`config.mk`:
```
export PLATFORM = sky130hd
export DESIGN_NAME = wb_mem_tester
export DESIGN_NICKNAME = d
export VERILOG_FILES = /design/src/rtl/wb_mem_tester.sv
export SDC_FILE = /design/constraint.sdc
export NUM_CORES = 1
export LEC_CHECK = 0
export BUFFER_PORTS_ARGS = -buffer_cell sky130_fd_sc_hd__buf_2
export CORE_ASPECT_RATIO = 2
export CORE_UTILIZATION = 50
export DETAILED_ROUTE_END_ITERATION = 12
export PLACE_DENSITY_LB_ADDON = 0.08
export SYNTH_ARGS = -nofsm -noshare
export SYNTH_HDL_FRONTEND = slang
export SYNTH_SLANG_ARGS = --single-unit
```
`constraint.sdc`:
```
create_clock -name clk_i -period 7.5 [get_ports clk_i]
set_input_delay 1.5 -clock clk_i [delete_from_list [all_inputs] [get_ports clk_i]]
set_output_delay 1.5 -clock clk_i [all_outputs]
set_load 0.05 [all_outputs]
```
`src/rtl/wb_mem_tester.sv`:
```
// Wishbone B3 classic master: writes a pattern across the RAM, then reads it back and
// compares, reporting pass/fail, a saturating error count and the first failing address.
module wb_mem_tester #(
  parameter int unsigned ADDR_WIDTH = 11,
  parameter int unsigned DEPTH      = 2 ** ADDR_WIDTH,
  parameter int unsigned DATA_WIDTH = 32,
  parameter int unsigned TIMEOUT    = 15
) (
  input  logic                    clk_i,
  input  logic                    reset_i,
  input  logic                    start_i,
  input  logic [1:0]              mode_i,
  output logic [ADDR_WIDTH-1:0]   wb_addr_o,
  output logic [DATA_WIDTH-1:0]   wb_data_o,
  input  logic [DATA_WIDTH-1:0]   wb_data_i,
  output logic                    wb_we_o,
  output logic [DATA_WIDTH/8-1:0] wb_sel_o,
  output logic                    wb_cyc_o,
  output logic                    wb_stb_o,
  input  logic                    wb_ack_i,
  input  logic                    wb_err_i,
  output logic                    busy_o,
  output logic                    done_o,
  output logic                    pass_o,
  output logic [15:0]             err_count_o,
  output logic [ADDR_WIDTH-1:0]   first_err_addr_o
);

  localparam int unsigned TmoW = $clog2(TIMEOUT + 1);
  localparam logic [31:0] LfsrSeed32 = 32'h0000_ACE1;
  localparam logic [31:0] LfsrTaps32 = 32'h8020_0003;
  localparam logic [DATA_WIDTH-1:0] LfsrSeed = LfsrSeed32[DATA_WIDTH-1:0];
  localparam logic [DATA_WIDTH-1:0] LfsrTaps = LfsrTaps32[31 -: DATA_WIDTH];
  localparam logic [ADDR_WIDTH-1:0] LastAddr = ADDR_WIDTH'(DEPTH - 1);
  localparam logic [TmoW-1:0]       TmoLast  = TmoW'(TIMEOUT - 1);

  typedef enum logic [2:0] {StIdle, StWrReq, StWrGap, StRdReq, StRdGap, StDone} state_e;

  state_e                  state_q, state_d;
  logic [ADDR_WIDTH-1:0]   addr_q, addr_d;
  logic [1:0]              mode_q, mode_d;
  logic [DATA_WIDTH-1:0]   lfsr_q, lfsr_d, lfsr_next;
  logic [TmoW-1:0]         tmo_q, tmo_d;
  logic [15:0]             err_cnt_q, err_cnt_d;
  logic [ADDR_WIDTH-1:0]   first_q, first_d;
  logic                    done_q, done_d;
  logic                    pass_q, pass_d;
  logic [DATA_WIDTH-1:0]   pattern, walk;
  logic                    err_event, term, stb;

  assign lfsr_next = {1'b0, lfsr_q[DATA_WIDTH-1:1]} ^ (lfsr_q[0] ? LfsrTaps : '0);
  assign walk      = DATA_WIDTH'(1) << (32'(addr_q) % DATA_WIDTH);

  always_comb begin
    unique case (mode_q)
      2'b00:   pattern = DATA_WIDTH'(addr_q);
      2'b01:   pattern = ~DATA_WIDTH'(addr_q);
      2'b10:   pattern = lfsr_q;
      default: pattern = walk;
    endcase
  end

  always_comb begin
    state_d   = state_q;
    addr_d    = addr_q;
    mode_d    = mode_q;
    lfsr_d    = lfsr_q;
    tmo_d     = tmo_q;
    err_cnt_d = err_cnt_q;
    first_d   = first_q;
    done_d    = done_q;
    pass_d    = pass_q;
    err_event = 1'b0;
    term      = 1'b0;
    unique case (state_q)
      StIdle, StDone: begin
        if (start_i) begin
          state_d   = StWrReq;
          addr_d    = '0;
          mode_d    = mode_i;
          lfsr_d    = LfsrSeed;
          tmo_d     = '0;
          err_cnt_d = '0;
          first_d   = '0;
          done_d    = 1'b0;
          pass_d    = 1'b0;
        end
      end
      StWrReq, StRdReq: begin
        // err wins over a simultaneous ack so the access counts once.
        if (wb_err_i) begin
          err_event = 1'b1;
          term      = 1'b1;
        end else if (wb_ack_i) begin
          term      = 1'b1;
          err_event = (state_q == StRdReq) && (wb_data_i != pattern);
        end else if (tmo_q == TmoLast) begin
          err_event = 1'b1;
          term      = 1'b1;
        end
        if (term) begin
          state_d = (state_q == StWrReq) ? StWrGap : StRdGap;
          lfsr_d  = lfsr_next;
          tmo_d   = '0;
        end else begin
          tmo_d = tmo_q + 1'b1;
        end
      end
      StWrGap: begin
        if (addr_q != LastAddr) begin
          addr_d  = addr_q + 1'b1;
          state_d = StWrReq;
        end else begin
          addr_d  = '0;
          lfsr_d  = LfsrSeed;
          state_d = StRdReq;
        end
      end
      StRdGap: begin
        if (addr_q != LastAddr) begin
          addr_d  = addr_q + 1'b1;
          state_d = StRdReq;
        end else begin
          state_d = StDone;
          done_d  = 1'b1;
          pass_d  = (err_cnt_q == '0);
        end
      end
      default: state_d = StIdle;
    endcase
    if (err_event) begin
      if (err_cnt_q != '1) err_cnt_d = err_cnt_q + 1'b1;
      if (err_cnt_q == '0) first_d = addr_q;
    end
  end

  always_ff @(posedge clk_i) begin
    if (reset_i) begin
      state_q   <= StIdle;
      addr_q    <= '0;
      mode_q    <= '0;
      lfsr_q    <= LfsrSeed;
      tmo_q     <= '0;
      err_cnt_q <= '0;
      first_q   <= '0;
      done_q    <= 1'b0;
      pass_q    <= 1'b0;
    end else begin
      state_q   <= state_d;
      addr_q    <= addr_d;
      mode_q    <= mode_d;
      lfsr_q    <= lfsr_d;
      tmo_q     <= tmo_d;
      err_cnt_q <= err_cnt_d;
      first_q   <= first_d;
      done_q    <= done_d;
      pass_q    <= pass_d;
    end
  end

  // Bus outputs decode registered state only; nothing flows straight from inputs.
  assign stb              = (state_q == StWrReq) || (state_q == StRdReq);
  assign wb_stb_o         = stb;
  assign wb_cyc_o         = stb;
  assign wb_sel_o         = stb ? '1 : '0;
  assign wb_we_o          = (state_q == StWrReq) || (state_q == StWrGap);
  assign wb_addr_o        = addr_q;
  assign wb_data_o        = (state_q == StWrReq) ? pattern : '0;
  assign busy_o           = (state_q != StIdle) && (state_q != StDone);
  assign done_o           = done_q;
  assign pass_o           = pass_q;
  assign err_count_o      = err_cnt_q;
  assign first_err_addr_o = first_q;

endmodule

```
Word-level counts from Yosys, hierarchy flattened:

Index checks and enable logic that the tools add are counted.

* flip-flop bits (word level): 81
* input port bits: 39
* output and inout port bits: 80
* word-level logic and storage cells: 93

* add/subtract/negate cells: 3
* equal/unequal tests: 17
* shift operators: 1
* muxes and demuxes: 41
* bitwise operators: 2
* reductions and logical operators: 20

Operator list (count)
* $pmux W32 S3: 2
* $mux W32: 5
* $mux W11: 7
* $mux W16: 4
* $pmux W11 S3: 1
* $ne A32 B32 Y1: 1
* $not A11 Y32: 1
* $shl A1 B5 Y32 const A: 1
* $xor A31 B32 Y32: 1
* $add A16 B1 Y16 const B: 1
* $logic_not A16 Y1: 1
* $ne A16 B16 Y1 const B: 1
* $mux W3: 4
* $mux W4: 3
* $pmux W3 S4: 1
* $add A11 B1 Y11 const B: 1
* $ne A11 B11 Y1 const B: 1
* $mux W1: 10
* $ne A2 B2 Y1 const B: 5
* $reduce_bool A3 Y1: 3
* $pmux W4 S2: 1
* $eq A3 B2 Y1 const B: 2
* $eq A3 B3 Y1 const B: 2
* $reduce_and A2 Y1: 3
* other kinds (16): 22

Depth between registers and ports, before layout:

Gate-level depths: netlist (run 1).

* depth after elaboration: 8
* mapped depth: 14
* mapped depth without buffers: 10

Least setup slack after synthesis (run 1):

Ideal clock, no wire load.

* kind: reg-to-output
* start point: register state_q[0]
* end point: output port wb_data_o[30]
* arrival: 2851 ps
* data required time: 6000 ps
* setup slack: 3149 ps
* cell stages (with the launch flop): 8
* path buffers: 3
* cell sequence: dfxtp_1 -> clkbuf_1 -> nand2b_1 -> clkbuf_1 -> inv_1 -> nand2b_1 -> clkbuf_1 -> a311oi_1

* cells in the longest elaborated chain, start to end: 2

RTL lines
* from (decl): RTL line 39 `state_e state_q, state_d;`
* from (signal assigned): RTL line 139 `state_q <= StIdle;`
* from (signal assigned): RTL line 149 `state_q <= state_d;`
* $eq A3 B1 Y1: RTL line 168 `assign wb_data_o = (state_q == StWrReq) ? pattern : '0;`
* $mux W32: RTL line 168
* to (decl): RTL line 14 `output logic [DATA_WIDTH-1:0] wb_data_o,`

No other way between the ends.

Worst setup path in the final report (run 1):

* start point: register addr_q[3] (netlist: wb_addr_o[3])
* end point: output port wb_data_o[9]

* cells in the longest elaborated chain, start to end: 3

RTL lines
* from (decl): RTL line 40 `logic [ADDR_WIDTH-1:0] addr_q, addr_d;`
* from (signal assigned): RTL line 150 `addr_q <= addr_d;`
* $shl A1 B5 Y32: RTL line 52 `assign walk = DATA_WIDTH'(1) << (32'(addr_q) % DATA_WIDTH);`
* $pmux W32 S3: RTL line 55 `unique case (mode_q)`
* $mux W32: RTL line 168

No other way between the ends.

==> out/qor.yml, run 1 <==
global_routing:
  grt_max_degree: 63
  antenna_found_initial: 0
  grt_pass1_vias: 6284
  gr-usage-all-layers_pct: 38.0
  grt-ovfl-total: 0
  grt_pass1_wl_um: 34900
sta:
  relSlewSlack_pct: 31.9
  min_period_ns: 4.34
  drv_slew: 0
  tns_ns: 0
  timing_hold_violations_final: 0
  rsz0062_at_grt: "no"
  fmax_mhz: 230
  tightest_slew_ns: 1.02
  setup_viol: 0
  finClkSkew_ns: 0.00962
  period_share_pct: 57.9
synthesis:
  syn_area_mm2: 0.00603
  avgSynthCellArea_um2: 7.86
  synth_edf_count: 0
  ys.flop_type: "dfxtp_1"
  async_reset_ff_share_pct: 0
  syn_nets: 817
  synth_compound_area_share_pct: 20.9
  synthCells: 768
  netlist.top_cell.by_area: "dfxtp_1"
  ys_ff_latch: 81
  synth_cell_types: 82
  yosysSeqAreaShare_pct: 26.9
  synth_adder_area_share_pct: 2.07
  synth_top_family_by_area: "simple AND/OR/NAND/NOR gates"
  yosys.area_share.simple_pct: 30.0
  synth.area.top_cells: "dfxtp_1, mux2i_1, nor2_1"
  synth_warnings: 0
  yosys.area.top_type_share_pct: 26.9
  synth_xor_area_share_pct: 2.76
  synth_mux_area_share_pct: 9.15
power:
  seq_power_share_pct: 37.8
  clkPwrFrac_pct: 40.3
  swShare_pct: 32.6
  p_per_area_mw_per_mm2: 179
  ir_drop_v: 0.000158
  internal-power_uw: 821
  p_switching_uw: 397
  combinationalPowerShare_pct: 21.9
  p_leak_uw: 0.00281
place:
  gp_congestion: 1.04
  placed_area_mm2: 0.00648
  portBuffers: 118
  dp_hpwl_um: 17800
clock_tree:
  path_clk_slew_ns: 0.06
  cts_hold_buf: 0
  cts_sinks: 81
  cts-root-buf: "clkbuf_16"
  cts_buffer_depth: 2
  cts_resized: 0
  cts_buffers: 9
  cts_tree: "built"
  cts_setup_buffers: 0
  htreeDepth: 3
  worstSkewPairLatency_ns: 0.35
routing:
  drtIter0Drc: 484
  wire_per_inst_um: 24.1
  drc_errors: 0
  via_per_inst: 6.60
  totalWireLength_um: 23800
  drtPass1Iterations: 8
  drt.antenna.violating_nets: 0
  num_vias: 6516
final_layout:
  drive_gt1_share_pct: 19.7
  nets: 887
  syn_to_final_growth_pct: 12.8
  fin_area_mm2: 0.00680
  antenna_cells: 0
setup_path:
  worstSetupEndpointType: "output pin"
  critPathKind: "flop to output pin"
  crit_required_ns: 6.00
  cp-start-kind: "flop"
  worstPathArrival_ns: 2.84
  worst-path-max-fanout: 26
run_status:
  outcome: "finished, final reports clean"
die:
  start_util_pct: 51.3
  ios: 119
  fp.dieArea_mm2: 0.0125
  placementRows: 56
  core-area_mm2: 0.0118
  dieHeight_um: 157
  die_w_um: 79.7
run:
  maxCapViolCount: 0
worst_hold_path:
  hold_path.class: "flop to flop"
[cell usage after synthesis, types with 4 or more instances]
cell type and instances:
buf_2 16, nor4_1 11, a211o_1 5, mux2_2 5, mux2i_1 47, o2bb2ai_1 5
nor2b_1 12, nand4bb_1 5, nand2b_1 26, a211oi_1 10, o22ai_1 12, xor2_1 9
o21ai_0 18, a21oi_1 46, nand4_1 14, or2_2 4, nor4b_1 5, and2_1 10
dfxtp_1 81, nand2_1 52, a221oi_1 6, ha_1 10, and3_1 5, clkbuf_1 30
nor3_1 24, buf_6 8, nand3b_1 16, nor3b_1 4, a21o_1 10, nor2_1 93
a31oi_1 8, a22oi_1 5, buf_4 11, xnor2_1 10, inv_1 25, or3_1 8
nand3_1 19, o211ai_1 5
[routing by layer]
metal | global-route usage (%) | part of all wire (%)
met1 | 35.6 | 33
met2 | 70.9 | 52
met3 | 5.22 | 6.5
met4 | 30.6 | 8.3
met5 | 0 | 0
[cell usage in the layout, fill, tap and decap left out, types with 6 or more instances in the layout]
cell       netlist  final
buf_2           16    118
nor2_1          93     93
dfxtp_1         81     79
nand2_1         52     52
mux2i_1         47     47
a21oi_1         46     46
nand2b_1        26     26
inv_1           25     25
nor3_1          24     24
nand3_1         19     19
o21ai_0         18     18
nand3b_1        16     16
nand4_1         14     14
nor2b_1         12     12
o22ai_1         12     12
nor4_1          11     11
xnor2_1         10     10
and2_1          10     10
a21o_1          10     10
a211oi_1        10     10
ha_1            10     10
xor2_1           9      9
clkbuf_16        0      9
buf_4           11      9
a31oi_1          8      8
or3_1            8      8
a221oi_1         6      6
[cell families (layout without fill, tap and decap cells)]
logic type	count (synthesis)	after routing
compound gates	178	178
xor+xnor	19	19
fa+ha+maj	10	10
buf+inv	94	169
flops	81	81
mux	54	54
simple gates	332	332
[area by class of cell]
type	instances	area, um2
clock buffer	9	225
clock inverter	7	103
fill	1138	4970
inverter	26	97.6
multi-input combinational	593	3920
sequential	81	1620
tap	145	181
timing repair buffer	127	658
[power groups by stage]
stage               clock network, uW  registers (uW)  logic, uW
finish                            491             461        267
global route                      515             462        280
CTS                               496             460        261
detailed placement                  0             470        261
global placement                    0             469        258
floorplan                           0             464        192
[final timing paths]
kind	startpoint	endpoint	slack (ns)	depth (start not counted)
worst max-delay path	wb_addr_o[3]	wb_data_o[9]	3.16	6
worst min-delay path	done_o	done_o	0.48	2
worst max register to register	wb_addr_o[3]	wb_addr_o[10]	3.16	9
worst min register to register	done_o	done_o	0.48	2
[critical path, cell delays in order, from the launching register on]
cell	delay, ns
dfxtp_1	0.93
buf_4	0.38
nor4bb_1	0.35
a21oi_1	0.11
or2_2	0.35
nor2_1	0.09
buf_2	0.27
[flip-flops by register name, summed over array words and instances (netlist names)]
name	flops
lfsr_q	32
err_count_o	16
first_err_addr_o	11
wb_addr_o	11
tmo_q	4
state_q	3
mode_q	2
done_o	1
pass_o	1
[stage by stage]
| step | util [%] | instances | setup WS, ns | power, uW | hold WS, ns |
|---|---|---|---|---|---|
| floorplan | - | 768 | 3.15 | 656 | 0.458 |
| global placement | 55.0 | 972 | 3.34 | 727 | 0.444 |
| detailed placement | 55.0 | 972 | 3.25 | 730 | 0.458 |
| CTS | 57.8 | 988 | 3.27 | 1220 | 0.466 |
| global route | 57.8 | 988 | 2.94 | 1260 | 0.492 |
| finish | 57.8 | 988 | 3.16 | 1220 | 0.478 |
Power figures use the tool's default switching activity.
==> inputs of run 2 (changes only) <==
==> constraint.sdc (replaced) <==
create_clock -name clk_i -period 4.1 [get_ports clk_i]
set_input_delay 0.82 -clock clk_i [delete_from_list [all_inputs] [get_ports clk_i]]
set_output_delay 0.82 -clock clk_i [all_outputs]
set_load 0.05 [all_outputs]
==> out/qor.yml, run 2 (synthesized netlist as in run 1, its figures left out) <==
routing:
  drtIter0Drc: 579
  via_per_inst: 6.64
  wire_per_inst_um: 24.6
  totalWireLength_um: 24600
  drc_errors: 0
  drt.antenna.violating_nets: 0
  drtPass1Iterations: 7
  num_vias: 6629
clock_tree:
  cts_sinks: 81
  cts-root-buf: "clkbuf_16"
  cts_buffer_depth: 2
  cts_setup_buffers: 0
  path_clk_slew_ns: 0.06
  cts_tree: "built"
  cts_hold_buf: 0
  htreeDepth: 3
  cts_buffers: 9
  cts_resized: 0
  worstSkewPairLatency_ns: 0.35
final_layout:
  multi_input_area_mm2: 0.00392
  seq_area_mm2: 0.00162
  largest_reg_flops: 32
  drive_gt1_share_pct: 20.6
  fillerInstances: 1125
  nets: 897
  mostFrequentLayoutCells: "buf_2, nor2_1, dfxtp_1"
  syn_to_final_growth_pct: 14.0
  antenna_cells: 0
  final_common_cell: "buf_2"
  top_register: "lfsr_q"
setup_path:
  worst-path-max-fanout: 18
  crit_required_ns: 3.28
  worstPathArrival_ns: 2.88
  r2r-start: "mode_q[0]"
  cp-start-kind: "flop"
  worstSetupEndpointType: "output pin"
  r2r_cells: 9
  critPathKind: "flop to output pin"
  rr_endpoint: "first_err_addr_o[3]"
  r2r_slack_ns: 0.40
power:
  ir_drop_v: 0.000241
  p_leak_uw: 0.00285
  p_per_area_mw_per_mm2: 321
  power_uw: 2200
sta:
  timing_hold_violations_final: 0
  fmax_mhz: 271
  min_period_ns: 3.70
  tightest_slew_ns: 1.03
  setup_viol: 0
  period_share_pct: 90.2
  drv_slew: 0
  relSlewSlack_pct: 31.5
  tns_ns: 0
  finClkSkew_ns: 0.0121
  rsz0062_at_grt: "no"
run_status:
  outcome: "finished, final reports clean"
global_routing:
  grt_pass1_vias: 6327
  grt-ovfl-total: 0
  gr-usage-all-layers_pct: 39.6
  grt_pass1_wl_um: 36200
  antenna_found_initial: 0
  grt_max_degree: 54
worst_hold_path:
  whs_path_depth: 2
  hold_path.class: "flop to flop"
  min_to: "done_o"
  worstHoldStart: "done_o"
die:
  dieHeight_um: 157
  fp.dieArea_mm2: 0.0125
  ios: 119
  die_w_um: 79.7
  placementRows: 56
  core-area_mm2: 0.0118
  start_util_pct: 51.3
place:
  portBuffers: 118
  dp_hpwl_um: 18700
  gp_congestion: 1.00
run:
  maxCapViolCount: 0
run 2: final cells by class:
| cell class | instances | share of cell area, % |
|---|---|---|
| Clock buffer | 10 | 3.48 |
| Clock inverter | 6 | 1.06 |
| Inverter | 26 | 1.42 |
| Multi-Input combinational cell | 593 | 56.9 |
| Sequential cell | 81 | 23.6 |
| Tap cell | 145 | 2.64 |
| Timing Repair Buffer | 137 | 10.8 |
run 2: metrics by stage:
stage	instances	util, %	setup slack (ns)	hold WS (ns)	cell area, um2
2_1_floorplan	768	-	0.429	0.458	6030
3_3_place_gp	982	55.8	0.467	0.442	6560
3_5_place_dp	982	55.8	0.500	0.456	6560
4_1_cts	998	58.4	0.454	0.464	6880
5_1_grt	998	58.4	0.147	0.481	6880
6_report	998	58.4	0.404	0.462	6880
run 2: critical path, cell delays in order (launching register included):
cell	delay, ns
dfxtp_1	0.31
buf_4	0.23
nand2b_1	0.27
inv_1	0.29
nand2b_1	0.47
buf_4	0.39
nor3_1	0.25
buf_2	0.31
run 2: how the worst max path moves through the flow:
stage / to / startpoint / slack, ns
2_1_floorplan: wb_data_o[30] / state_q[0] / 0.43
3_3_place_gp: first_err_addr_o[6] / wb_addr_o[0] / 0.47
3_5_place_dp: first_err_addr_o[4] / wb_addr_o[4] / 0.50
4_1_cts: first_err_addr_o[3] / wb_addr_o[4] / 0.45
5_1_grt: first_err_addr_o[3] / wb_addr_o[4] / 0.15
6_report: wb_data_o[28] / state_q[0] / 0.40
run 2: power by group:
part | internal (uW) | switching, uW
sequential | 808 | 37.7
clock | 497 | 363
combinational | 161 | 338
total | 1470 | 739
run 2: layer usage:
layer,global-route usage [%],wire (um),share of wire [%],up-vias
li1,-,-,-,2965
met1,38.5,8350,34,3165
met2,70.3,12500,51,367
met3,5.45,1320,5.4,132
met4,36.3,2430,9.9,0
met5,0,0,0,-
